<file path="src/rtl/ascon_serial_loader.sv">
// ----------------------------------------------------------------------------
// ascon_serial_loader
//
// Upstream feeder for the bit-serial ascon core. A job (key, nonce, associated
// data, text, reference tag and mode) is taken in one valid/ready handshake.
// Each field is then shifted MSB-first onto its own serial line. After that the
// encryption or decryption start strobe is held for START_CYCLES cycles. The
// loader then waits for the core to report completion before accepting the
// next job.
//
// Ports
//   clk             : sole clock, rising edge
//   rst             : synchronous active-high reset
//   in_valid        : job present on the parallel inputs
//   in_ready        : loader idle, job will be accepted this cycle
//   mode            : 0 = encrypt, 1 = decrypt (latched on accept)
//   key_in          : key, k bits
//   nonce_in        : nonce, 128 bits
//   ad_in           : associated data, A_l bits
//   text_in         : plaintext / ciphertext, text_l bits
//   tag_ref         : reference tag, 128 bits (shifted in both modes)
//   core_done       : completion flag from the core
//   key_SI .. tag_in: serial data lines to the core
//   encryption_s_SI : encrypt start strobe
//   decryption_s_SI : decrypt start strobe
//   busy            : inverse of in_ready
//   job_done        : one-cycle pulse after the core reports completion
// ----------------------------------------------------------------------------
module ascon_serial_loader #(
  parameter int k            = 128,
  parameter int A_l          = 112,
  parameter int text_l       = 128,
  parameter int START_CYCLES = 5
) (
  input  logic              clk,
  input  logic              rst,
  input  logic              in_valid,
  output logic              in_ready,
  input  logic              mode,
  input  logic [k-1:0]      key_in,
  input  logic [127:0]      nonce_in,
  input  logic [A_l-1:0]    ad_in,
  input  logic [text_l-1:0] text_in,
  input  logic [127:0]      tag_ref,
  input  logic              core_done,
  output logic              key_SI,
  output logic              nonce_SI,
  output logic              associated_SI,
  output logic              plaintext_SI,
  output logic              tag_in,
  output logic              encryption_s_SI,
  output logic              decryption_s_SI,
  output logic              busy,
  output logic              job_done
);

  // The shift length is the widest field; nonce and tag are fixed at 128 bits.
  localparam int MAX_KA  = (k > A_l) ? k : A_l;
  localparam int MAX_KAT = (MAX_KA > text_l) ? MAX_KA : text_l;
  localparam int MAX     = (MAX_KAT > 128) ? MAX_KAT : 128;

  localparam int CNT_W  = $clog2(MAX + 1);
  localparam int SCNT_W = (START_CYCLES > 1) ? $clog2(START_CYCLES) : 1;

  localparam logic [CNT_W-1:0]  LAST_BIT   = CNT_W'(MAX - 1);
  localparam logic [SCNT_W-1:0] LAST_START = SCNT_W'(START_CYCLES - 1);

  typedef enum logic [1:0] {
    S_IDLE,
    S_SHIFT,
    S_START,
    S_WAIT
  } state_t;

  state_t r_state;
  state_t w_nextState;

  logic [k-1:0]      r_key;
  logic [127:0]      r_nonce;
  logic [A_l-1:0]    r_ad;
  logic [text_l-1:0] r_text;
  logic [127:0]      r_tag;
  logic              r_mode;
  logic [CNT_W-1:0]  r_bitCnt;
  logic [SCNT_W-1:0] r_startCnt;
  logic              r_jobDone;

  // State register.
  always_ff @(posedge clk) begin
    if (rst) begin
      r_state <= S_IDLE;
    end else begin
      r_state <= w_nextState;
    end
  end

  // Datapath: field shift registers, counters and the completion pulse.
  // Fields shift left with zero fill, so a field narrower than MAX drives 0
  // once exhausted without any per-field comparison.
  always_ff @(posedge clk) begin
    if (rst) begin
      r_key      <= '0;
      r_nonce    <= '0;
      r_ad       <= '0;
      r_text     <= '0;
      r_tag      <= '0;
      r_mode     <= 1'b0;
      r_bitCnt   <= '0;
      r_startCnt <= '0;
      r_jobDone  <= 1'b0;
    end else begin
      r_jobDone <= (r_state == S_WAIT) && core_done;
      case (r_state)
        S_IDLE: begin
          if (in_valid) begin
            r_key    <= key_in;
            r_nonce  <= nonce_in;
            r_ad     <= ad_in;
            r_text   <= text_in;
            r_tag    <= tag_ref;
            r_mode   <= mode;
            r_bitCnt <= '0;
          end
        end
        S_SHIFT: begin
          r_key      <= {r_key[k-2:0], 1'b0};
          r_nonce    <= {r_nonce[126:0], 1'b0};
          r_ad       <= {r_ad[A_l-2:0], 1'b0};
          r_text     <= {r_text[text_l-2:0], 1'b0};
          r_tag      <= {r_tag[126:0], 1'b0};
          r_bitCnt   <= r_bitCnt + CNT_W'(1);
          // Keeps the strobe counter at zero on entry to START.
          r_startCnt <= '0;
        end
        S_START: begin
          r_startCnt <= r_startCnt + SCNT_W'(1);
        end
        default: begin
        end
      endcase
    end
  end

  // Next-state and output decode. All outputs come from state and registers,
  // so in_ready has no combinational path from in_valid.
  always_comb begin
    w_nextState     = r_state;
    in_ready        = 1'b0;
    key_SI          = 1'b0;
    nonce_SI        = 1'b0;
    associated_SI   = 1'b0;
    plaintext_SI    = 1'b0;
    tag_in          = 1'b0;
    encryption_s_SI = 1'b0;
    decryption_s_SI = 1'b0;
    case (r_state)
      S_IDLE: begin
        in_ready = 1'b1;
        if (in_valid) begin
          w_nextState = S_SHIFT;
        end
      end
      S_SHIFT: begin
        key_SI        = r_key[k-1];
        nonce_SI      = r_nonce[127];
        associated_SI = r_ad[A_l-1];
        plaintext_SI  = r_text[text_l-1];
        tag_in        = r_tag[127];
        if (r_bitCnt == LAST_BIT) begin
          w_nextState = S_START;
        end
      end
      S_START: begin
        encryption_s_SI = ~r_mode;
        decryption_s_SI = r_mode;
        if (r_startCnt == LAST_START) begin
          w_nextState = S_WAIT;
        end
      end
      S_WAIT: begin
        if (core_done) begin
          w_nextState = S_IDLE;
        end
      end
      default: begin
        w_nextState = S_IDLE;
      end
    endcase
  end

  assign busy     = ~in_ready;
  assign job_done = r_jobDone;

endmodule

</file>
<file path="config.mk">
export PLATFORM = sky130hd
export DESIGN_NAME = ascon_serial_loader
export DESIGN_NICKNAME = d
export VERILOG_FILES = /design/src/rtl/ascon_serial_loader.sv
export SDC_FILE = /design/constraint.sdc
export NUM_CORES = 2
export LEC_CHECK = 0
export CORE_MARGIN = 5
export CORE_UTILIZATION = 42
export DETAILED_ROUTE_END_ITERATION = 10
export PLACE_DENSITY = 0.7
export SLEW_MARGIN = 20
export SYNTH_ARGS = -nofsm -noshare
export SYNTH_HDL_FRONTEND = slang
export SYNTH_SLANG_ARGS = --single-unit
</file>
<file path="constraint.sdc">
create_clock -name clk -period 1.72 [get_ports clk]
set_input_delay 0.344 -clock clk [delete_from_list [all_inputs] [get_ports clk]]
set_output_delay 0.344 -clock clk [all_outputs]
set_load 0.01 [all_outputs]
</file>
# Word level (Yosys, flattened, before mapping)
# Index checks and enable logic that the tools add are counted.
totals:
  reg_bits: 639
op_classes:
  eq_ne: 9
  bitwise: 2
  n_mux: 26
  addsub: 2
  reduce_logical: 7
ops:
  columns: ["op", "count"]
  rows:
  - ["one-hot mux 128 bit (2 select lines)", 4]
  - ["2-to-1 mux 128 bit", 4]
  - ["one-hot mux 112 bit (2 select lines)", 1]
  - ["2-to-1 mux 112 bit", 1]
  - ["one-hot mux 8 bit (2 select lines)", 1]
  - ["adder 8 x 1 -> 8 bit, second input constant", 1]
  - ["equality test 8 x 7 -> 1 bit, second input constant", 1]
  - ["2-to-1 mux 1 bit", 8]
  - ["2-to-1 mux 2 bit", 4]
  - ["2-to-1 mux 8 bit", 1]
  - ["!= test 2 bit, second input constant", 4]
  - ["one-hot mux 2 bit (4 select lines)", 1]
  - ["one-hot mux 3 bit (2 select lines)", 1]
  - ["equality test 2 bit, second input constant", 2]
  - ["AND reduction 2 bit", 2]
  - ["AND reduction 4 bit", 1]
  - ["nonzero test 2 bit", 2]
  - ["adder 3 x 1 -> 3 bit, second input constant", 1]
  - ["equality test 3 bit, second input constant", 1]
  - ["equality test 2 x 1 -> 1 bit, second input constant", 1]
  - ["logical NOT 2 bit", 1]
  - ["NOT 1 bit", 2]
  - ["logical AND 1 bit", 1]

# Depth between registers and ports, before layout
logic_depth:
  word_depth: 3
  ltp_mapped: 9
  depth_no_buf: 6

# Worst setup path after synthesis
# Ideal clock, no wire load.
synth_timing:
  kind: "flip-flop to flip-flop"
  startpoint: "register r_state[0]"
  endpoint: "register r_nonce[100]"
  arrival_time_ns: 1.670
  path_buffers: 3
  path_slack_ns: -0.096
  stages_incl_launch_ff: 9
  required_time_ns: 1.574
  cell_sequence: "dfxtp_1 -> inv_1 -> ha_1 -> mux2_4 -> buf_6 -> buf_4 -> buf_4 -> nor2_1 -> a211oi_2"
synth_via:
  elab_chain_len: 3
  elab_cells_between_ends: 6
synth_rtl:
  columns: ["item", "line", "rtl"]
  rows:
  - ["start: declaration", "75", "state_t r_state;"]
  - ["start signal: assignment", "93", "r_state <= w_nextState;"]
  - ["equality test 2 x 1 -> 1 bit / logical NOT 2 bit (equally long branches)", "113", "case (r_state)"]
  - ["nonzero test 2 bit (no line) / != test 2 bit (equally long branches)", null, null]
  - ["AND reduction 2 bit (no line)", null, null]
  - ["end signal: assignment", "117", "r_nonce <= nonce_in;"]
  - ["end signal: assignment", "127", "r_nonce <= {r_nonce[126:0], 1'b0};"]
  - ["end: declaration", "79", "logic [127:0] r_nonce;"]
# Several ways; a longest one is shown, not always the timed one.
# A chain may end at the register's enable or synchronous reset.

# Worst setup path after layout
layout_timing:
  startpoint: "register r_state[1]"
  endpoint: "register r_text[21]"
layout_via:
  elab_chain_len: 3
  elab_cells_between_ends: 6
layout_rtl:
  columns: ["item", "line", "rtl"]
  rows:
  - ["equality test 2 x 1 -> 1 bit / logical NOT 2 bit (equally long branches)", "113", null]
  - ["nonzero test 2 bit (no line) / != test 2 bit (equally long branches)", null, null]
  - ["AND reduction 2 bit (no line)", null, null]
  - ["end signal: assignment", "119", "r_text <= text_in;"]
  - ["end signal: assignment", "129", "r_text <= {r_text[text_l-2:0], 1'b0};"]
  - ["end: declaration", "81", "logic [text_l-1:0] r_text;"]
# Several ways; a longest one is shown, not always the timed one.

==> run_results.csv <==
group,metric,value,unit
run_status,run_status,"finished, violations left",
run_status,failed_checks,"setup timing",
layout,final_cell_mix,"dfxtp_1 (637), clkdlybuf4s50_1 (628), mux2i_1 (616)",
sta,finalSetupViolations,644,
drt,drt-vias-per-instance,5.44,
setup_path,path_buf_inv,9,
clocking,cts_hold_buffers,0,
clocking,clk_pin_slew,0.06,ns
setup_path,slowest_stage,"dfxtp_2",
logic_synthesis,synth_seq_cells,639,
clocking,clock-sinks,639,
clocking,cts_max_level,3,
clocking,cts_root_buf,"clkbuf_16",
clocking,clk_latency,0.62,ns
grt,grt_pass1_wl,142000,um
sta,fin_crit_sh,132,%
floorplanning,num_io_pins,639,
floorplanning,fp.dieH,275,um
layout,final_core_util,66.4,%
min_path,min_path_type,"primary input to flip-flop",
grt,grt_pass1_vias,24983,
grt,grt_max_degree,54,
sta,timing.final.ws_setup,-0.553,ns
min_path,hold-path-cell-count,2,
sta,slew-limit-headroom,63.3,%
layout,multi_input_area,17800,um^2
logic_synthesis,yosysWarnings,0,
logic_synthesis,syn_avg_cell_area,10.3,um^2
setup_path,crit_chain,"inv_4 -> ha_4 -> buf_8 -> buf_6 -> buf_6 -> mux2_8 -> buf_12 -> buf_16 -> buf_12 -> buf_8 -> buf_16 -> a211oi_1",
drt,wire_per_inst,22.1,um
logic_synthesis,yosysSeqAreaShare,43.5,%
setup_path,start_kind,"flip-flop",
logic_synthesis,netlist_instances,2865,
job,drv_cap,0,
logic_synthesis,ys_async_sr_fraction,0,%
setup_path,required,2.22,ns
layout,nNetsFinal,4250,
layout,seqCellArea,12800,um^2
power_and_ir_drop,vdd_drop_max,1.25,mV
placement,gp_congestion,0.796,
clocking,clk_path_buf_depth,3,
sta,hold_viol_final,0,
logic_synthesis,synth_enable_flop_cells,0,
drt,first_pass_iters,5,
layout,fillCellCount,5002,
logic_synthesis,yosysUniqueCellTypes,33,
drt,routed_wl,102000,um
floorplanning,coreArea,69800,um^2
placement,io_buffers,638,
clocking,tritoncts,"done",
sta,fmax,440,MHz
sta,tns,-231.40,ns
setup_path,end_kind,"flip-flop",
setup_path,cp_top_family,"buffers and inverters",
power_and_ir_drop,leakage,0.0168,uW
sta,slew_violations,0,
grt,grt_antenna_before_repair,43,
logic_synthesis,synth_ff_type,"dfxtp_1",
setup_path,max_stage_delay,0.35,ns
sta,rsz0062_at_grt,"yes",
grt,grt_usage,23.9,%
sta,tightest_slew,0.550,ns
grt,grt_overflow_total,0,
setup_path,critPathKind,"flip-flop to flip-flop",
logic_synthesis,synth_area,29400,um^2
floorplanning,die_x,275,um
sta,fin_skew,0.0291,ns
placement,dpl.hpwl,61200,um
floorplanning,die_area,75400,um^2
sta,period_minus_slack,2.27,ns
clocking,cts_made_buffers,72,
layout,drive_gt1_share,33.2,%
setup_path,arrival,2.77,ns
floorplanning,start_util,42.2,%
drt,drt_iter0_markers,1346,
logic_synthesis,syn_nets,3501,
setup_path,reg2reg_depth,12,
drt,postRouteAntennaNets,0,
setup_path,crit_cells,12,
power_and_ir_drop,power_density,1970,nW/um^2
layout,area_growth,57.5,%
floorplanning,num_rows,97,
drt,drc_errors,0,
layout,final_common_cell,"dfxtp_1",
setup_path,worstPathMaxFanout,11,
drt,vias,25228,
==> metrics by stage <==
stage / instance area, um^2 / setup WS, ns / hold slack [ns] / instances / power [uW]
6_report: 46300 / -0.553 / 0.152 / 4637 / 91100
3_5_place_dp: 37600 / -0.308 / 0.471 / 4331 / 56200
4_1_cts: 44000 / -0.450 / 0.0907 / 4567 / 83900
5_1_grt: 46300 / -0.588 / 0.126 / 4628 / 95700
3_3_place_gp: 37600 / -0.251 / 0.458 / 4331 / 55500
2_1_floorplan: 29500 / -0.0137 / 0.445 / 2865 / 48000
==> cells by family (layout without fill, tap and decap cells) <==
logic type	Yosys count	in the layout	share of synthesized area [%]
flops	639	639	43.5
simple gates	669	669	8.77
compound gates	636	636	20.6
buf+inv	287	1088	5.51
xor+xnor	6	6	0.179
other cells	0	30	0
fa+ha+maj	7	7	0.298
mux	621	622	21.1
==> worst register-to-register path: stages (launching register included) <==
cell      delay, ns
dfxtp_2        0.35
inv_4          0.05
ha_4           0.17
buf_8          0.12
buf_6          0.11
buf_6          0.11
mux2_8         0.32
buf_12         0.15
buf_16         0.15
buf_12         0.14
buf_8          0.13
buf_16         0.15
a211oi_1       0.24
==> routing by layer <==
layer	up-vias	wire length (um)	global-route usage, %
li1	12022	-	-
met1	12236	40700	28.7
met2	716	50900	40.1
met3	228	6960	6.49
met4	26	3730	10.6
met5	-	165	0
==> where the power goes <==
group | switching, uW | internal (uW) | total, uW
sequential | 4820 | 21000 | 25900
clock | 6580 | 8980 | 15600
combinational | 23300 | 26400 | 49700
==> timing repair <==
item / in CTS / in global routing
buffers inserted: 44 / 13
gates cloned: 67 / 34
endpoints found under the setup margin: 632 / 644
resized for setup: 516 / 407
pin swaps: 16 / 27
==> cell usage after synthesis, types with 2 or more instances <==
| cell | number | area share (%) |
|---|---|---|
| a211oi_1 | 358 | 9.1 |
| a211oi_2 | 261 | 11 |
| a21oi_1 | 6 | 0.10 |
| a22oi_1 | 5 | 0.13 |
| and2_1 | 8 | 0.17 |
| buf_2 | 135 | 2.3 |
| buf_4 | 36 | 0.92 |
| buf_6 | 32 | 1.2 |
| clkbuf_1 | 76 | 0.97 |
| dfxtp_1 | 639 | 43 |
| ha_1 | 7 | 0.30 |
| inv_1 | 7 | 0.089 |
| mux2i_1 | 620 | 21 |
| nand2_1 | 5 | 0.064 |
| nand2b_1 | 5 | 0.11 |
| nand3_1 | 7 | 0.12 |
| nand4_1 | 2 | 0.043 |
| nor2_1 | 636 | 8.1 |
| xor2_1 | 6 | 0.18 |
==> worst paths after layout <==
path	endpoint	slack, ns	from
max	r_text[21]	-0.55	r_state[1]
min	r_key[58]	0.15	rst
max reg2reg	r_text[21]	-0.55	r_state[1]
min reg2reg	r_bitCnt[0]	0.48	r_bitCnt[0]
==> sequential cells by signal, summed over array words and instances (netlist names) <==
name / cells
r_ad: 112
r_bitCnt: 8
r_tag: 128
job_done: 1
r_state: 2
r_text: 128
r_mode: 1
r_startCnt: 3
r_nonce: 128
r_key: 128
==> layout make-up <==
type	count	area share [%]
antenna	30	0.162
tap	940	2.54
inverter	7	0.0729
clock buffer	105	4.53
sequential	639	27.6
timing repair buffer	954	26.2
clock inverter	22	0.554
multi-input combinational	1940	38.3
Power figures use the tool's default switching activity.
